### config.mk
export PLATFORM = sky130hd
export DESIGN_NAME = decode_stage
export DESIGN_NICKNAME = d
export VERILOG_FILES = /design/src/rtl/decode_pkg.sv /design/src/rtl/decode_stage_instr_field_decode.sv /design/src/rtl/decode_stage.sv
export SDC_FILE = /design/constraint.sdc
export NUM_CORES = 1
export LEC_CHECK = 0
export CAP_MARGIN = 5
export CORE_MARGIN = 2
export CORE_UTILIZATION = 35
export CTS_CLUSTER_SIZE = 14
export DETAILED_ROUTE_END_ITERATION = 12
export PLACE_DENSITY = 0.68
export SLEW_MARGIN = 20
export SYNTH_ARGS = -nofsm -noshare
export SYNTH_HDL_FRONTEND = slang
export SYNTH_SLANG_ARGS = --single-unit
### constraint.sdc
create_clock -name clk -period 3.3 [get_ports clk]
set_input_delay 0.495 -clock clk [delete_from_list [all_inputs] [get_ports clk]]
set_output_delay 0.495 -clock clk [all_outputs]
set_load 0.05 [all_outputs]
### src/rtl/decode_pkg.sv
// Shared definitions for the decode stage: opcodes, instruction field positions
// and the decoded-bundle layout passed from the field decoder to the output register.
package decode_pkg;

   localparam int INSTR_SIZE       = 32;
   localparam int REG_ADDRESS_SIZE = 5;
   localparam int NUM_REGS         = 32;

   localparam int OP_MSB  = 31;
   localparam int OP_LSB  = 25;
   localparam int RD_MSB  = 24;
   localparam int RD_LSB  = 20;
   localparam int R1_MSB  = 19;
   localparam int R1_LSB  = 15;
   localparam int R2_MSB  = 14;
   localparam int R2_LSB  = 10;
   localparam int IMM15_MSB  = 14;
   localparam int IMMS_LO_MSB = 9;
   localparam int IMM20_MSB  = 19;

   typedef enum logic [6:0] {
      OP_ADD  = 7'h00,
      OP_SUB  = 7'h01,
      OP_MUL  = 7'h02,
      OP_LDW  = 7'h10,
      OP_LDB  = 7'h11,
      OP_STW  = 7'h12,
      OP_STB  = 7'h13,
      OP_MOV  = 7'h14,
      OP_BEQ  = 7'h30,
      OP_JUMP = 7'h31
   } opcode_e;

   // Immediate is carried pre-extended to 32 bits; the stage widens it further.
   typedef struct packed {
      logic [6:0]                  opcode;
      logic                        register_write;
      logic [REG_ADDRESS_SIZE-1:0] addr_r1;
      logic [REG_ADDRESS_SIZE-1:0] addr_r2;
      logic [REG_ADDRESS_SIZE-1:0] addr_rd;
      logic [31:0]                 imm;
      logic                        illegal;
   } decoded_t;

   localparam int DECODED_W = $bits(decoded_t);

   function automatic logic [31:0] sext15(input logic [14:0] v);
      return {{17{v[14]}}, v};
   endfunction

   function automatic logic [31:0] sext20(input logic [19:0] v);
      return {{12{v[19]}}, v};
   endfunction

endpackage

### src/rtl/decode_stage_instr_field_decode.sv
// Purely combinational instruction-to-bundle decoder; unused register fields
// are reported as 0 and writes to r0 are suppressed here.
module instr_field_decode
   import decode_pkg::*;
(
   input  logic [INSTR_SIZE-1:0] instruction,
   output logic [DECODED_W-1:0]  bundle
);

   logic [6:0]                  op_f;
   logic [REG_ADDRESS_SIZE-1:0] rd_f;
   logic [REG_ADDRESS_SIZE-1:0] r1_f;
   logic [REG_ADDRESS_SIZE-1:0] r2_f;
   logic [14:0]                 imm15_f;
   logic [14:0]                 imms_f;
   logic [19:0]                 imm20_f;
   decoded_t                    dec;

   assign op_f    = instruction[OP_MSB:OP_LSB];
   assign rd_f    = instruction[RD_MSB:RD_LSB];
   assign r1_f    = instruction[R1_MSB:R1_LSB];
   assign r2_f    = instruction[R2_MSB:R2_LSB];
   assign imm15_f = instruction[IMM15_MSB:0];
   assign imms_f  = {instruction[RD_MSB:RD_LSB], instruction[IMMS_LO_MSB:0]};
   assign imm20_f = instruction[IMM20_MSB:0];

   always_comb begin
      dec        = '0;
      dec.opcode = op_f;
      case (op_f)
         OP_ADD, OP_SUB, OP_MUL: begin
            dec.register_write = 1'b1;
            dec.addr_rd        = rd_f;
            dec.addr_r1        = r1_f;
            dec.addr_r2        = r2_f;
         end
         OP_LDW, OP_LDB: begin
            dec.register_write = 1'b1;
            dec.addr_rd        = rd_f;
            dec.addr_r1        = r1_f;
            dec.imm            = sext15(imm15_f);
         end
         OP_STW, OP_STB, OP_BEQ: begin
            dec.addr_r1 = r1_f;
            dec.addr_r2 = r2_f;
            dec.imm     = sext15(imms_f);
         end
         OP_MOV: begin
            dec.register_write = 1'b1;
            dec.addr_rd        = rd_f;
            dec.imm            = sext20(imm20_f);
         end
         OP_JUMP: begin
            dec.addr_r1 = r1_f;
            dec.imm     = sext15(imm15_f);
         end
         default: dec.illegal = 1'b1;
      endcase
      // r0 is hard-wired, so a write to it must never mark a pending result.
      if (dec.addr_rd == '0) begin
         dec.register_write = 1'b0;
      end
   end

   assign bundle = dec;

endmodule

### src/rtl/decode_stage.sv
// Registered decode stage: valid/ready output register plus a pending-write
// scoreboard that holds back instructions reading registers still in flight.
module decode_stage
   import decode_pkg::*;
#(
   parameter int ADDRESS_SIZE  = 32,
   parameter int SCOREBOARD_EN = 1
)
(
   input  logic                        clk,
   input  logic                        reset_n,
   input  logic                        in_valid,
   output logic                        in_ready,
   input  logic [INSTR_SIZE-1:0]       instruction,
   input  logic                        flush,
   input  logic                        wb_valid,
   input  logic [REG_ADDRESS_SIZE-1:0] wb_addr,
   output logic                        out_valid,
   input  logic                        out_ready,
   output logic [6:0]                  out_opcode,
   output logic                        out_register_write,
   output logic [REG_ADDRESS_SIZE-1:0] out_addr_r1,
   output logic [REG_ADDRESS_SIZE-1:0] out_addr_r2,
   output logic [REG_ADDRESS_SIZE-1:0] out_addr_rd,
   output logic [ADDRESS_SIZE-1:0]     out_immediate,
   output logic                        out_illegal
);

   logic [DECODED_W-1:0] dec_bits;
   decoded_t             dec;
   decoded_t             bundle_q, bundle_d;
   logic                 out_valid_q, out_valid_d;
   logic [NUM_REGS-1:0]  pending_q, pending_d;
   logic [NUM_REGS-1:0]  wb_clr, flush_clr, set_mask, pending_eff;
   logic                 hazard;
   logic                 accept;
   logic [ADDRESS_SIZE-1:0] imm_ext;

   instr_field_decode u_field_decode (
      .instruction (instruction),
      .bundle      (dec_bits)
   );

   assign dec = decoded_t'(dec_bits);

   always_comb begin
      wb_clr    = '0;
      flush_clr = '0;
      set_mask  = '0;
      if (wb_valid) begin
         wb_clr[wb_addr] = 1'b1;
      end
      if (flush && out_valid_q && bundle_q.register_write) begin
         flush_clr[bundle_q.addr_rd] = 1'b1;
      end
      if (accept && dec.register_write) begin
         set_mask[dec.addr_rd] = 1'b1;
      end
   end

   // A write-back landing this cycle releases its dependants immediately.
   assign pending_eff = pending_q & ~wb_clr;
   assign hazard = (SCOREBOARD_EN != 0) &&
                   (((dec.addr_r1 != '0) && pending_eff[dec.addr_r1]) ||
                    ((dec.addr_r2 != '0) && pending_eff[dec.addr_r2]));

   assign in_ready = !flush && (!out_valid_q || out_ready) && !hazard;
   assign accept   = in_valid && in_ready;

   generate
      if (SCOREBOARD_EN != 0) begin : g_sb
         for (genvar gi = 0; gi < NUM_REGS; gi++) begin : g_bit
            assign pending_d[gi] = set_mask[gi] |
                                   (pending_q[gi] & ~wb_clr[gi] & ~flush_clr[gi]);
         end
      end else begin : g_nosb
         assign pending_d = '0;
      end
   endgenerate

   always_comb begin
      out_valid_d = out_valid_q;
      bundle_d    = bundle_q;
      if (accept) begin
         out_valid_d = 1'b1;
         bundle_d    = dec;
      end else if (flush || out_ready) begin
         out_valid_d = 1'b0;
      end
   end

   always_ff @(posedge clk or negedge reset_n) begin
      if (!reset_n) begin
         out_valid_q <= 1'b0;
         bundle_q    <= '0;
         pending_q   <= '0;
      end else begin
         out_valid_q <= out_valid_d;
         bundle_q    <= bundle_d;
         pending_q   <= pending_d;
      end
   end

   always_comb begin
      imm_ext       = {ADDRESS_SIZE{bundle_q.imm[31]}};
      imm_ext[31:0] = bundle_q.imm;
   end

   assign out_valid          = out_valid_q;
   assign out_opcode         = bundle_q.opcode;
   assign out_register_write = bundle_q.register_write;
   assign out_addr_r1        = bundle_q.addr_r1;
   assign out_addr_r2        = bundle_q.addr_r2;
   assign out_addr_rd        = bundle_q.addr_rd;
   assign out_immediate      = imm_ext;
   assign out_illegal        = bundle_q.illegal;

endmodule
==> summary.txt <==
Status -> finished with violations
Violated checks -> setup timing
Worst-path clk slew -> 0.06 ns
Hold Buf Count CTS -> 0
Worst hold path class -> primary input to async pin
Deepest clock path buffer count -> 2
Arr. time, crit path -> 2.83 ns
Worst setup path class -> primary input to output pin
Post-DRT Antenna Nets -> 0
Ranking of synthesized cells by area -> dfrtp_1, mux2_2, mux2i_1
FF-to-FF Start -> pending_q[3]
Final setup fails -> 1
Post-synth top cells -> dfrtp_1, o21ai_0, nand2_1
FFs w/ async S/R, synth -> 100%
Final worst setup slack -> -0.0258 ns
Site Rows -> 41
TritonRoute pass-1 iters -> 5
Vias in the first global route -> 4699
Final hold vios -> 0
Initial core utilization -> 36.2%
Vias per inst -> 5.52
Worst hold slack -> 0.301 ns
RR Endpoint -> out_opcode[6]
IO buf count -> 100
Clock Skew -> 0.00933 ns
Worst EP required -> 2.80 ns
Cells after Synth -> 477
Most frequent cell after synthesis -> dfrtp_1
Inserted Clock Buffers -> 9
EDFF count, synth -> 0
Critical path peak fanout -> 4
Slew @ Worst Pin -> 0.964 ns
Shortest period the worst path allows -> 3.33 ns
DIE HEIGHT -> 119 um
Die area -> 14100 um2
Clock tree from TritonCTS -> done
Unrepaired setup endpoints after global routing -> yes
PD cells -> 388 nW/um2
Post-Place Cell Area -> 6470 um2
Ports -> 101
Root buf cell -> clkbuf_16
Library cells used by synthesis -> 60
Worst Setup Start Kind -> primary input
Slowest stage cell on the critical path -> or4b_4
Largest net degree at the start of global routing -> 42
Slew Viols, Final -> 0
Final Net Count -> 708
Critical path's largest stage delay -> 0.55 ns
Total congestion overflow -> 0
CP Capture Point -> in_ready
Total track usage -> 23.7%
Tcrit/Tclk final -> 101%
LEAKAGE -> 2.97 nW
Flop-to-flop setup slack -> 0.42 ns
Synth warn -> 0
Vias -> 4646
Area leader, netlist -> dfrtp_1
Routed len/inst -> 19.6 um
Skew-Pair Late Insertion Delay -> 0.35 ns
GP Congestion -> 0.938
WL final -> 16500 um
Core Area -> 12700 um2
CP cell instances -> buf_6 > or4b_4 > buf_6 > o21a_1 > a311o_1 > nor3_2 > o41ai_2 > a311o_1 > buf_4 > a31oi_4 > buf_12
DRT iter0 DRCs -> 492
Worst Setup End Kind -> output pin
Max-cap viol count -> 0
Area share of the largest cell type after synthesis -> 41.3%
Sequential share of the synthesized area -> 41.3%
Initial antenna violation count -> 0
Final setup TNS -> -0.0258 ns
Mean Syn Cell Area -> 9.66 um2
First-pass GRT wire length -> 25700 um
Die Wd -> 119 um
CTS sink count -> 76
H-tree depth -> 3
R2R depth -> 10
Area growth syn-to-layout -> 50.7%
Max transition margin -> 35.7%
Worst Setup SP -> wb_addr[2]
Syn Nets -> 520
Ant diodes -> 0
Peak supply drop -> 0.000265 V
Post-route DRC -> 0
Final Power -> 2.70 mW
Post-synth top flop -> dfrtp_1
Proportion of layout cells with a drive suffix above 1 -> 29.1%
Fmax -> 301 MHz
#FFs+latches synth -> 76
Mapped Area -> 4610 um2
Final Instance Area -> 6950 um2
HPWL after DPL -> 12200 um
-- through the flow --
stage | instances | utilization [%] | setup WS, ns
after floorplan | 477 | - | -0.00489
after global placement | 816 | 50.8 | -0.579
after detailed placement | 816 | 50.8 | -0.620
after CTS | 837 | 54.2 | -0.103
after global routing | 842 | 54.6 | -0.113
final | 842 | 54.6 | -0.0258
-- state kept, by name (all words and copies together) (netlist names), 5 cells and up --
| name | cells |
|---|---|
| pending_q | 31 |
| out_addr_r1 | 5 |
| out_addr_rd | 5 |
| out_opcode | 7 |
| out_addr_r2 | 5 |
| out_immediate | 20 |
-- cell type report --
cell class	instances	area, um2
well taps	172	215
flip-flops and latches	76	1900
clock buffers	11	253
clock inverters	5	81.3
inverters	30	113
multi-input cells	331	2480
fillers	1159	5780
repair buffers	217	1900
-- critical path, delay by kind of cell --
family	cells	cell delay, ns
buf+inv	4	0.54
simple gates	2	0.68
compound gates	5	1.11
-- where the power goes --
group          total (mW)  leakage [nW]  switching [mW]  internal (mW)
Clock                1.11         0.162           0.403          0.705
Sequential          0.995          1.04          0.0247          0.970
Combinational       0.595          1.77           0.350          0.244
Total                2.70          2.97           0.778           1.92
-- layer usage --
layer	GRT usage, %	share of wire, %	vias up
li1	-	-	2166
met1	31.8	43	2201
met2	36.1	45	238
met3	5.65	7.9	41
met4	10.5	3.5	0
met5	0	0	-
-- layout by cell type, fill, tap and decap left out, drive strengths merged, types with 3 or more instances in the layout --
| cell type | instances |
|---|---|
| mux2i | 26 |
| o221ai | 7 |
| a22oi | 7 |
| nor2 | 15 |
| nor2b | 3 |
| clkdlybuf4s50 | 84 |
| a21oi | 11 |
| dlygate4sd2 | 4 |
| o2111ai | 4 |
| o21ai | 37 |
| a221oi | 5 |
| buf | 123 |
| o31ai | 27 |
| nand3 | 9 |
| nand4bb | 3 |
| nor3 | 7 |
| clkbuf | 17 |
| a311o | 3 |
| nand4b | 3 |
| nand2b | 10 |
| a22o | 6 |
| and2 | 7 |
| nand3b | 6 |
| o21bai | 18 |
| mux2 | 25 |
| nand2 | 33 |
| dfrtp | 76 |
| o211ai | 13 |
| o32ai | 3 |
| o22ai | 3 |
| or3 | 5 |
| inv | 31 |
| o21a | 6 |
-- what timing repair did --
| action | 4_1_cts | 5_1_grt |
|---|---|---|
| gates resized for setup | 52 | 20 |
| endpoints found under the setup margin | 77 | 56 |
| pin swaps | 16 | 10 |
| gates cloned | 0 | 0 |
| setup buffers | 5 | 5 |
-- worst min path at each step --
stage                     slack, ns               end            from  cells after the start
final                          0.30  out_immediate[6]         reset_n                      1
after global routing           0.38     out_opcode[1]         reset_n                      1
after CTS                      0.33     out_opcode[4]         reset_n                      1
after detailed placement       0.49     out_opcode[3]   out_opcode[3]                      1
after global placement         0.49    out_addr_r1[2]  out_addr_r1[2]                      1
after floorplan                0.20    out_addr_r1[0]         reset_n                      0
-- cell families (layout without fill, tap and decap cells) --
| family | Yosys count | count (layout) | synth area share (%) |
|---|---|---|---|
| AO/OA/AOI/OAI | 164 | 164 | 25.5 |
| AND/OR/NAND/NOR | 114 | 114 | 13.6 |
| flip-flops | 76 | 76 | 41.3 |
| buffers and inverters | 70 | 263 | 7.19 |
| multiplexers | 52 | 52 | 12.2 |
| XOR/XNOR | 1 | 1 | 0.190 |
Note: power is estimated with default switching activity, not from simulation.
